**config.mk**
```make
export PLATFORM = sky130hd
export DESIGN_NAME = clef_sprite_renderer
export DESIGN_NICKNAME = d
export VERILOG_FILES = /design/src/rtl/clef_pkg.sv /design/src/rtl/sig_delay.sv /design/src/rtl/clef_sprite_renderer.sv
export SDC_FILE = /design/constraint.sdc
export NUM_CORES = 1
export LEC_CHECK = 0
export CORE_UTILIZATION = 35
export DETAILED_ROUTE_END_ITERATION = 8
export HOLD_SLACK_MARGIN = 0.08
export PLACE_DENSITY = 0.62
export SLEW_MARGIN = 20
export SYNTH_ARGS = -nofsm -noshare
export SYNTH_HDL_FRONTEND = slang
export SYNTH_SLANG_ARGS = --single-unit
```
**constraint.sdc**
```tcl
create_clock -name clk -period 5 [get_ports clk]
set_clock_uncertainty 0.05 [all_clocks]
set_input_delay 0.5 -clock clk [delete_from_list [all_inputs] [get_ports clk]]
set_output_delay 0.5 -clock clk [all_outputs]
set_load 0.02 [all_outputs]
```
**src/rtl/clef_pkg.sv**
```systemverilog
// Shared constants for the treble-clef sprite renderer.
// Sprite geometry, ROM latency and the out-of-box address.
package clef_pkg;
  localparam int CLEF_W    = 40;
  localparam int CLEF_H    = 80;
  localparam int CLEF_SIZE = CLEF_W * CLEF_H;
  localparam int ROM_LAT   = 2;
  localparam int ADDR_W    = 14;
  localparam logic [ADDR_W-1:0] OOB_ADDR = 14'h3FFF;
endpackage

```
**src/rtl/sig_delay.sv**
```systemverilog
// Resettable shift-register delay line.
// Output is the input delayed by DEPTH clock cycles.
module sig_delay #(
  parameter int WIDTH = 1,
  parameter int DEPTH = 1
) (
  input  logic             clk,
  input  logic             reset,
  input  logic [WIDTH-1:0] d,
  output logic [WIDTH-1:0] q
);
  logic [WIDTH-1:0] stage [DEPTH];

  always_ff @(posedge clk) begin
    if (reset) begin
      for (int i = 0; i < DEPTH; i++)
        stage[i] <= '0;
    end else begin
      stage[0] <= d;
      for (int i = 1; i < DEPTH; i++)
        stage[i] <= stage[i-1];
    end
  end

  assign q = stage[DEPTH-1];
endmodule

```
**src/rtl/clef_sprite_renderer.sv**
```systemverilog
// Treble-clef sprite address generator and pixel compositor.
// Addresses come from counters; syncs are delayed to match the ROM pixel.
module clef_sprite_renderer
  import clef_pkg::*;
#(
  parameter int         H_ACTIVE = 640,
  parameter int         V_ACTIVE = 480,
  parameter int         SCALE    = 1,
  parameter logic [2:0] FG_RGB   = 3'b000,
  parameter logic [2:0] BG_RGB   = 3'b111
) (
  input  logic              clk,
  input  logic              reset,
  input  logic [9:0]        hcount,
  input  logic [9:0]        vcount,
  input  logic              video_on,
  input  logic              hsync_in,
  input  logic              vsync_in,
  input  logic              enable,
  input  logic [9:0]        pos_x,
  input  logic [9:0]        pos_y,
  output logic [ADDR_W-1:0] rom_addr,
  input  logic              treble_in,
  output logic              hsync_out,
  output logic              vsync_out,
  output logic [2:0]        rgb
);
  localparam int BOX_W = CLEF_W * SCALE;
  localparam int BOX_H = CLEF_H * SCALE;

  logic [9:0]  pos_x_q, pos_y_q;
  logic        enable_q;
  logic [11:0] row_base, row_c;
  logic [5:0]  col, col_c;
  logic [1:0]  hsub, hsub_c, vsub, vsub_c;
  logic [10:0] x_end, y_end;
  logic        frame_start, line_start;
  logic        in_box, line_last;
  logic [3:0]  dly_q;

  assign x_end = {1'b0, pos_x_q} + 11'(BOX_W);
  assign y_end = {1'b0, pos_y_q} + 11'(BOX_H);

  assign frame_start = (hcount == 10'd0) && (vcount == 10'd0);
  assign line_start  = (hcount == pos_x_q);

  assign in_box = enable_q && video_on
    && (hcount >= pos_x_q) && ({1'b0, hcount} < x_end)
    && (vcount >= pos_y_q) && ({1'b0, vcount} < y_end)
    && (hcount < 10'(H_ACTIVE))
    && (vcount < 10'(V_ACTIVE));

  // Right-edge clipping makes the last visible column end the box line.
  assign line_last = in_box
    && (({1'b0, hcount} == x_end - 11'd1)
     || (hcount == 10'(H_ACTIVE - 1)));

  assign row_c  = frame_start ? '0 : row_base;
  assign vsub_c = frame_start ? '0 : vsub;
  assign col_c  = (frame_start || line_start) ? '0 : col;
  assign hsub_c = (frame_start || line_start) ? '0 : hsub;

  always_ff @(posedge clk) begin
    if (reset) begin
      rom_addr <= OOB_ADDR;
      pos_x_q  <= '0;
      pos_y_q  <= '0;
      enable_q <= 1'b0;
      row_base <= '0;
      col      <= '0;
      hsub     <= '0;
      vsub     <= '0;
    end else begin
      rom_addr <= in_box
        ? ADDR_W'(row_c) + ADDR_W'(col_c)
        : OOB_ADDR;
      if (frame_start) begin
        pos_x_q  <= pos_x;
        pos_y_q  <= pos_y;
        enable_q <= enable;
      end
      col  <= col_c;
      hsub <= hsub_c;
      if (in_box) begin
        if (hsub_c == 2'(SCALE - 1)) begin
          hsub <= '0;
          col  <= col_c + 6'd1;
        end else begin
          hsub <= hsub_c + 2'd1;
        end
      end
      row_base <= row_c;
      vsub     <= vsub_c;
      if (line_last) begin
        if (vsub_c == 2'(SCALE - 1)) begin
          vsub     <= '0;
          row_base <= row_c + 12'(CLEF_W);
        end else begin
          vsub <= vsub_c + 2'd1;
        end
      end
    end
  end

  sig_delay #(
    .WIDTH(4),
    .DEPTH(ROM_LAT + 1)
  ) u_dly (
    .clk  (clk),
    .reset(reset),
    .d    ({video_on, in_box, hsync_in, vsync_in}),
    .q    (dly_q)
  );

  always_ff @(posedge clk) begin
    if (reset) begin
      rgb       <= 3'b000;
      hsync_out <= 1'b1;
      vsync_out <= 1'b1;
    end else begin
      rgb <= !dly_q[3] ? 3'b000
           : (dly_q[2] && treble_in) ? FG_RGB
           : BG_RGB;
      hsync_out <= dly_q[1];
      vsync_out <= dly_q[0];
    end
  end
endmodule
```
# Word-level counts from Yosys, hierarchy flattened
# Memories as Yosys holds them, arrays and structs flattened.
# Cells that the tools add are included.
op_classes:
  bitwise: 5
  n_addsub: 8
  magnitude_cmp: 6
  n_reduce_logical: 18
  eq_ne: 3
  n_mux: 19
op_table:
  columns: ["operator", "n"]
  rows:
  - ["$mux 12", 3]
  - ["$lt 10x11->1", 2]
  - ["$ge 10x10->1", 2]
  - ["$logic_not 10->1", 2]
  - ["$mux 6", 3]
  - ["$add 12x6->13", 1]
  - ["$add 12x6->12 const B", 1]
  - ["$mux 2", 6]
  - ["$mux 4", 3]
  - ["$add 10x6->11 const B", 1]
  - ["$add 10x7->11 const B", 1]
  - ["$eq 10x11->1", 1]
  - ["$sub 11x1->11 const B", 1]
  - ["$eq 10x10->1", 1]
  - ["$eq 10x10->1 const B", 1]
  - ["$logic_and 1x1->1", 10]
  - ["$lt 10x10->1 const B", 1]
  - ["$lt 10x9->1 const B", 1]
  - ["$add 6x1->6 const B", 1]
  - ["$add 2x1->2 const B", 2]
  - ["$logic_not 2->1", 2]
  - ["$reduce_or 2->1", 2]
  - ["$mux 1", 3]
  - ["$mux 3", 1]
  - ["3 further kinds", 7]
totals:
  output_inout_bits: 19
  regBits: 62
  word_cells: 71
  ramBits: 12
  n_memories: 1
  inputBits: 47
mem_list:
  columns: ["name", "depth", "word_bits", "rd", "rd_ports_with_merged_regs", "write_ports", "line", "text"]
  rows:
  - ["u_dly.stage", 3, 4, 3, 0, 3, "sig_delay.sv:12", "logic [WIDTH-1:0] stage [DEPTH];"]

# Longest topological paths before layout
# Gate-level depths: netlist (run 1).
logic_depth:
  depth_word: 9
  ltp_mapped: 17
  mapped_depth_nobuf: 16

# Modules after synthesis
# From an unflattened synthesis (run 1), not the netlist that was laid out.
hier_totals:
  hier_cells: 522
  hier_area_um2: 4623.2
modules_own_cells:
  columns: ["mod", "area_each_um2", "cells_each", "n_inst", "seq_area_each_um2"]
  rows:
  - ["clef_sprite_renderer", 4226.6, 493, 1, 1201.2]
  - ["sig_delay", 396.6, 29, 1, 240.2]

# Worst setup path after synthesis (run 1)
# Ideal clock, no wire load.
synth_path:
  path_type: "input to register"
  start: "input port hcount[8]"
  end: "register rom_addr[9]"
  arrival_ps: 3221
  path_stages: 15
  setup_time_ps: 133
  required_time_ps: 4817
  slack_ps: 1596
  n_path_buf: 2
  path_cell_list: "buf_4 nor4_1 nand2_1 nor2_2 clkbuf_1 nor2b_1 ha_1 a21o_1 a21oi_1 o21bai_1 a21o_1 a21oi_1 nor3_1 xnor2_1 o21ai_1"
synth_between:
  word_cells_on_any_way: 18
  classes_between: "add/sub: 1; order compare: 3; eq/ne: 1; mux: 2; bitwise: 1; reduce/logical: 10"
synth_lines:
  columns: ["element", "line", "text"]
  rows:
  - ["from (decl)", "clef_sprite_renderer.sv:14", "input logic [9:0] hcount,"]
  - ["$logic_not 10->1", "clef_sprite_renderer.sv:44", "assign frame_start = (hcount == 10'd0) && (vcount == 10'd0);"]
  - ["$logic_and 1x1->1", "clef_sprite_renderer.sv:44", null]
  - ["$mux 12", "clef_sprite_renderer.sv:58", "assign row_c = frame_start ? '0 : row_base;"]
  - ["named net row_c[1]", "clef_sprite_renderer.sv:33", "logic [11:0] row_base, row_c;"]
  - ["$add 12x6->13", "clef_sprite_renderer.sv:75", "? ADDR_W'(row_c) + ADDR_W'(col_c)"]
  - ["to (signal assigned)", "clef_sprite_renderer.sv:74", "rom_addr <= in_box"]
  - ["to (decl)", "clef_sprite_renderer.sv:22", "output logic [ADDR_W-1:0] rom_addr,"]
# The timed path passes the listed nets, and every way through them passes these cells.
# A chain may end at the register's enable or synchronous reset.

# Final worst setup path (run 1)
layout_path:
  start: "register pos_x_q[4]"
  end: "register row_base[5]"
layout_between:
  elab_chain_len: 9
  word_cells_on_any_way: 14
  classes_between: "add/sub: 2; order compare: 2; eq/ne: 1; mux: 1; reduce/logical: 8"
layout_rtl:
  columns: ["element", "line", "text"]
  rows:
  - ["from (decl)", "clef_sprite_renderer.sv:31", "logic [9:0] pos_x_q, pos_y_q;"]
  - ["from (signal assigned)", "clef_sprite_renderer.sv:78", "pos_x_q <= pos_x;"]
  - ["parallel branches: the longest is 7 deep, another holds $add 10x6->11", null, null]
  - ["$logic_and 1x1->1 (*)", "clef_sprite_renderer.sv:55", "&& (({1'b0, hcount} == x_end - 11'd1)"]
  - ["$mux 12 (*)", "clef_sprite_renderer.sv:94", "if (line_last) begin"]
  - ["to (signal assigned)", "clef_sprite_renderer.sv:92", "row_base <= row_c;"]
  - ["to (signal assigned)", "clef_sprite_renderer.sv:97", "row_base <= row_c + 12'(CLEF_W);"]
  - ["to (decl)", "clef_sprite_renderer.sv:33", null]
# Every way passes the cells marked *.

==> parameters.txt, run 1 <==
Parameter                              Value

Logic synthesis
  Post-Synthesis Cells ... 513
  Fraction of synthesized cell area in xor and xnor cells ... 6.49%
  Post-synthesis mux area share ... 4.88%
  Largest family of logic cells by synthesized area ... simple AND/OR/NAND/NOR gates
  Number of library cell types mapped by synthesis ... 74
  Ys flop type ... dfxtp_1
  Arithmetic-cell share of the synthesized area counting full adders, half adders and majority gates ... 13.5%
  Simple-Gate Fraction of Synth Area ... 20.0%
  Post-synth net total ... 608
  Register area share after synthesis ... 31.9%
  Total standard cell area after synthesis ... 4510 um2
  Yosys warning count ... 0
  EDFF count, synth ... 0
  Average instance area after synthesis ... 8.79 um2
  Number of synthesized register bits ... 72
  Synth async-reset ratio ... 0%
  Synthesized-area fraction occupied by ao, oa, aoi and oai cells ... 16.8%

Route
  DRC violations left ... 0
  Wire length after detailed routing ... 10.2 mm
  Count of routing violations after the opening detailed-route iteration ... 168
  Routed WL per cell ... 13.6 um
  Via-per-instance ratio ... 5.06
  Via count ... 3795
  Number of optimization iterations in the first detailed-route pass ... 7
  Antenna violation net count after detailed routing ... 0

Cells and area
  Number of nets in the finished design ... 668
  Area growth, synth to finish ... 24.0%
  Fillers ... 1243
  Most common cell after layout, fill and taps aside ... dfxtp_1
  Most frequent cells in the layout ... dfxtp_1, clkdlybuf4s50_1, nor2_1, ha_1, a21oi_1
  Cell Count, Final, Fillers Out ... 750
  Cell area after layout ... 5600 um2
  Antenna cells ... 0
  Ratio of cells with drive above 1 in the final layout ... 7.44%

Clock tree
  Clk slew on worst S/H paths ... 0.06 ns
  Total number of H-tree levels ... 3
  Clock sink count ... 72
  Number of gates resized after cts ... 0
  TritonCTS clock tree ... yes
  Hold buffer count at CTS ... 0
  Post-CTS setup-driven buffer insertion count ... 0
  Maximum root-to-sink buffer count ... 2
  Buffer type at the clock tree root ... clkbuf_16
  Number of buffers created by CTS ... 9
  Clk Latency, worst-skew pair ... 0.34 ns

Power and ir drop
  Fraction of power consumed by the clock network ... 50.5%
  Sw Share ... 21.7%
  Power per cell area ... 249 nW/um2
  Comb pwr share ... 7.9%
  VDD IR-drop max ... 0.000137 V
  Internal cell power ... 1.09 mW
  Total net switching power ... 302 uW
  Portion of total power attributed to sequential cells ... 41.6%
  Leak pwr ... 2.08 nW

Critical path
  Number of buffer and inverter stages on the critical path ... 1
  Critical path required time ... 5.22 ns
  Arrival time worst endpoint ... 4.38 ns
  Most numerous cell on the critical path ... ha_1
  Crit-path leading delay family ... compound AO/OA/AOI/OAI gates
  Worst-path maximum fanout ... 13
  Largest stage delay on the critical path ... 0.53 ns
  Cell with the largest stage delay on the worst path ... a311oi_2
  CP Launch Type ... flip-flop
  Worst path cell trace ... ha_1 -> o21ai_1 -> xnor2_1 -> inv_1 -> ha_1 -> nor2b_1 -> a311oi_1 -> o2111ai_1 -> a311oi_2 -> o2111ai_2 -> or4_1 -> a21oi_1
  Number of cells on the worst reg-to-reg path ... 12
  Path type of the worst setup path ... flip-flop to flip-flop
  Kind of capture point of the worst setup path ... flip-flop
  Stages on the worst setup path ... 12

Placement
  Global placement routability congestion ... 0.909
  Post-placement cell count ... 734
  DP Wirelength ... 7.77 mm
  Port Buffers ... 65
  Dpl cell area ... 5270 um2
  Worst Setup Slack post-DPL ... 0.668 ns

Floorplanning
  Die height ... 116 um
  Total die area ... 13300 um2
  Chip Width ... 116 um
  Number of core rows ... 41
  Core area ... 12600 um2
  I/O pins ... 66
  Initial standard-cell utilization of the core ... 35.8%

STA
  Worst hold slack across all endpoints ... 0.359 ns
  Fin crit share ... 83.2%
  Final Worst Setup Slack ... 0.838 ns
  Total Neg Setup Slack ... 0 ns
  Count of final max-slew check failures ... 0
  Unrepaired setup endpoints after global routing ... no
  Minimum clock period ... 4.16 ns
  Worst slew margin relative to its limit ... 46.6%
  Final setup viols ... 0
  Achievable Freq ... 240 MHz
  Endpoints failing hold ... 0
  Worst-Margin Slew ... 0.794 ns

Global routing
  Global-route wire length before repair ... 17.1 mm
  Global routing usage summed across all routing layers ... 16.7%
  Number of antenna violations at the first check in global routing ... 0
  Largest net degree at the start of global routing ... 32
  Sum of overflow across all layers after global routing ... 0
  Number of global-route vias before repair ... 3721

Min path
  Instance count along the most critical hold path ... 1
  Kind of path behind the tightest hold check ... flip-flop to flip-flop

Flow run
  Maxcap violations ... 0

Run status
  Run status ... finished clean
[final timing paths]
kind	slack [ns]	endpoint	from
setup / recovery	0.84	row_base[5]$_SDFF_PP0_	pos_x_q[4]$_SDFFE_PP0P_
hold / removal	0.36	hsync_out$_SDFF_PP1_	u_dly.stage[0][9]$_SDFF_PP0_
setup reg to reg	0.84	row_base[5]$_SDFF_PP0_	pos_x_q[4]$_SDFFE_PP0P_
hold reg to reg	0.36	hsync_out$_SDFF_PP1_	u_dly.stage[0][9]$_SDFF_PP0_
[Yosys cell counts, types with 7 or more instances]
| cell | n | area share, % |
|---|---|---|
| a21oi_1 | 38 | 4.2 |
| dfxtp_1 | 72 | 32 |
| ha_1 | 47 | 13 |
| inv_1 | 36 | 3.0 |
| mux2i_1 | 22 | 4.9 |
| nand2_1 | 28 | 2.3 |
| nand4_1 | 10 | 1.4 |
| nor2_1 | 48 | 4.0 |
| nor2b_1 | 26 | 3.6 |
| nor3_1 | 9 | 1.0 |
| o21ai_0 | 14 | 1.6 |
| xnor2_1 | 22 | 4.3 |
| xor2_1 | 7 | 1.4 |
[per-stage QoR]
stage                     util [%]  power [mW]
after global placement        41.7       0.698
after global routing          44.3        1.45
after CTS                     44.3        1.41
final                         44.3        1.39
after floorplan                  -       0.642
after detailed placement      41.7       0.700
[logic make-up after synthesis]
logic type / Yosys count
XOR/XNOR: 31
flip-flops: 72
buffers and inverters: 59
AO/OA/AOI/OAI: 110
multiplexers: 22
AND/OR/NAND/NOR: 171
adder cells (fa/ha/maj): 48
[per-layer routing]
| metal | vias up | track usage [%] | part of all wire, % |
|---|---|---|---|
| met4 | 0 | 8.83 | 2.5 |
| met3 | 20 | 4.03 | 5.0 |
| met1 | 1738 | 19.5 | 45 |
| li1 | 1930 | - | - |
| met2 | 107 | 28.3 | 47 |
| met5 | - | 0 | 0 |
[area by class of cell]
cell class,count,area (um2),area share (%)
repair buffers,70,683,12.2
clock inverters,6,90.1,1.61
multi-input cells,382,2780,49.8
inverters,38,143,2.55
well taps,172,215,3.85
flip-flops and latches,72,1440,25.8
clock buffers,10,239,4.27
[state kept, by name, indices dropped and copies added (netlist names), 2 cells and up]
register / count
pos_y_q: 10
hsub: 2
rom_addr: 14
u_dly.stage: 12
pos_x_q: 10
row_base: 12
vsub: 2
col: 6
[power by group through the flow]
stage / Sequential (mW) / Clock [mW] / Combinational [mW]
floorplan: 0.593 / 0 / 0.0495
global placement: 0.591 / 0 / 0.107
detailed placement: 0.591 / 0 / 0.109
CTS: 0.578 / 0.727 / 0.110
global route: 0.578 / 0.752 / 0.121
finish: 0.579 / 0.703 / 0.110
Note: power is estimated with default switching activity, not from simulation.
==> inputs of run 2 (changes only) <==
==> constraint.sdc (replaced) <==
create_clock -name clk -period 3.9 [get_ports clk]
set_clock_uncertainty 0.05 [all_clocks]
set_input_delay 0.39 -clock clk [delete_from_list [all_inputs] [get_ports clk]]
set_output_delay 0.39 -clock clk [all_outputs]
set_load 0.02 [all_outputs]
==> parameters.txt, run 2 (same netlist as run 1, synthesis figures left out) <==
Parameter                              Value

Global routing
  Met2 routing resource usage after global routing ... 29.4%
  Global-route wire length before repair ... 17.9 mm
  Busiest layer in global routing ... met2
  Global routing usage summed across all routing layers ... 17.3%
  Met1 Resource Use GR ... 20.4%
  Number of global-route vias before repair ... 3868
  Number of antenna violations at the first check in global routing ... 0
  Met3 track demand over resource in global routing ... 4.76%
  Sum of overflow across all layers after global routing ... 0
  Largest net degree at the start of global routing ... 36

Floorplanning
  Total die area ... 13300 um2
  Core area ... 12600 um2
  I/O pins ... 66
  Initial standard-cell utilization of the core ... 35.8%
  Die height ... 116 um
  Number of core rows ... 41
  Chip Width ... 116 um

STA
  Unrepaired setup endpoints after global routing ... no
  Final setup viols ... 0
  Fin crit share ... 91.6%
  Count of final max-slew check failures ... 0
  Worst hold slack across all endpoints ... 0.355 ns
  Worst-Margin Slew ... 0.529 ns
  Endpoints failing hold ... 0
  Minimum clock period ... 3.57 ns
  Total Neg Setup Slack ... 0 ns
  Achievable Freq ... 280 MHz
  Worst slew margin relative to its limit ... 64.7%

Route
  Via count ... 3903
  Via-per-instance ratio ... 5.06
  Antenna violation net count after detailed routing ... 0
  DRC violations left ... 0
  Count of routing violations after the opening detailed-route iteration ... 174
  Routed WL per cell ... 13.8 um
  Wire length after detailed routing ... 10.6 mm
  Number of optimization iterations in the first detailed-route pass ... 5

Critical path
  Number of buffer and inverter stages on the critical path ... 3
  Number of cells on the worst reg-to-reg path ... 17
  Capturing point of the worst reg2reg path ... rom_addr[6]$_SDFF_PP1_
  Arrival time worst endpoint ... 3.75 ns
  FF-to-FF setup slack ... 0.33 ns
  Worst r2r src ... pos_x_q[5]$_SDFFE_PP0P_
  Critical path required time ... 4.08 ns
  Kind of capture point of the worst setup path ... flip-flop
  Largest stage delay on the critical path ... 0.56 ns
  Cell with the largest stage delay on the worst path ... dfxtp_1
  Worst path cell trace ... inv_1 -> ha_1 -> nand4_1 -> nor2_1 -> a21oi_1 -> buf_4 -> and2_1 -> ha_1 -> fa_1 -> a21oi_1 -> nor2_1 -> nor2_1 -> o21bai_1 -> a21oi_1 -> buf_4 -> xnor2_1 -> nand2_1
  Crit-path leading delay family ... adder cells
  CP Launch Type ... flip-flop
  Worst-path maximum fanout ... 9
  Path type of the worst setup path ... flip-flop to flip-flop

Power and ir drop
  Total net switching power ... 398 uW
  Internal cell power ... 1.45 mW
  Portion of total power attributed to sequential cells ... 40.1%
  VDD IR-drop max ... 0.000190 V
  Fraction of power consumed by the clock network ... 51.8%
  Sw Share ... 21.5%
  Power per cell area ... 320 nW/um2
  Comb pwr share ... 8.1%
  Leak pwr ... 2.19 nW

Cells and area
  Most frequent cells in the layout ... dfxtp_1, clkdlybuf4s50_1, nor2_1, ha_1, a21oi_1
  Most common cell after layout, fill and taps aside ... dfxtp_1
  Cell Count, Final, Fillers Out ... 772
  Area growth, synth to finish ... 28.0%
  Number of nets in the finished design ... 690
  Biggest regs ... rom_addr x14, row_base x12, u_dly.stage x12
  Largest register by flop count ... rom_addr
  Antenna cells ... 0
  Number of flip-flops in the largest register ... 14
  Cell area after layout ... 5780 um2
  Fillers ... 1268
  Ratio of cells with drive above 1 in the final layout ... 10.7%

Placement
  Port Buffers ... 65
  Post-placement cell count ... 756
  Global placement routability congestion ... 0.917
  DP Wirelength ... 8.40 mm
  Dpl cell area ... 5430 um2

Clock tree
  Post-CTS setup-driven buffer insertion count ... 0
  Hold buffer count at CTS ... 0
  Clk Latency, worst-skew pair ... 0.34 ns
  Clock sink count ... 72
  Number of gates resized after cts ... 0
  Number of buffers created by CTS ... 9
  Buffer type at the clock tree root ... clkbuf_16
  Clk slew on worst S/H paths ... 0.06 ns
  Maximum root-to-sink buffer count ... 2
  Total number of H-tree levels ... 3
  TritonCTS clock tree ... yes

Flow run
  Maxcap violations ... 0

Min path
  Sink of the worst hold path ... rgb[1]$_SDFF_PP0_
  Instance count along the most critical hold path ... 1
  Kind of path behind the tightest hold check ... flip-flop to flip-flop
  Start point of the worst hold path ... u_dly.stage[0][10]$_SDFF_PP0_

Run status
  Run status ... finished clean
==> run 2: cell types whose count changed in the layout (fill, tap and decap cells not counted) <==
cell / before / now
bufinv_16: 2 / 3
buf_4: 5 / 27
clkbuf_1: 0 / 1
clkbuf_8: 1 / 0
clkinv_2: 1 / 0
==> run 2: final cells by class <==
cell class	instances	area, um2	share of cell area (%)
Clock buffer	10	229	3.96
Multi-Input combinational cell	382	2780	48.2
Tap cell	172	215	3.73
Inverter	38	143	2.47
Clock inverter	6	115	1.99
Timing Repair Buffer	92	848	14.7
Sequential cell	72	1440	25.0
==> run 2: power groups by stage <==
stage / Sequential, mW / Combinational, mW / Clock (mW)
finish: 0.742 / 0.150 / 0.958
global route: 0.742 / 0.166 / 1.02
CTS: 0.742 / 0.151 / 0.981
detailed placement: 0.758 / 0.150 / 0
global placement: 0.758 / 0.145 / 0
floorplan: 0.760 / 0.0635 / 0
==> run 2: how the worst max path moves through the flow <==
stage / start / to / slack (ns) / cells past startpoint
after floorplan: pos_x_q[4]$_SDFFE_PP0P_ / rom_addr[7]$_SDFF_PP1_ / 0.55 / 14
after global placement: hcount[3] / rom_addr[6]$_SDFF_PP1_ / 0.16 / 17
after detailed placement: hcount[6] / rom_addr[8]$_SDFF_PP1_ / 0.08 / 17
after CTS: pos_x_q[5]$_SDFFE_PP0P_ / rom_addr[6]$_SDFF_PP1_ / 0.32 / 17
after global routing: pos_x_q[5]$_SDFFE_PP0P_ / rom_addr[10]$_SDFF_PP1_ / 0.02 / 17
final: pos_x_q[5]$_SDFFE_PP0P_ / rom_addr[6]$_SDFF_PP1_ / 0.33 / 17
==> run 2: per-layer routing <==
| metal | vias up | wire (um) |
|---|---|---|
| li1 | 1975 | - |
| met1 | 1789 | 4760 |
| met2 | 112 | 5030 |
| met3 | 27 | 575 |
| met4 | 0 | 257 |
| met5 | - | 0 |
==> run 2: per-stage QoR <==
step	utilization (%)	worst slack, ns	total power, mW
finish	45.8	0.329	1.85
detailed placement	43.0	0.0810	0.908
global placement	43.0	0.163	0.903
CTS	45.8	0.324	1.87
floorplan	-	0.549	0.823
global route	45.8	0.0235	1.93
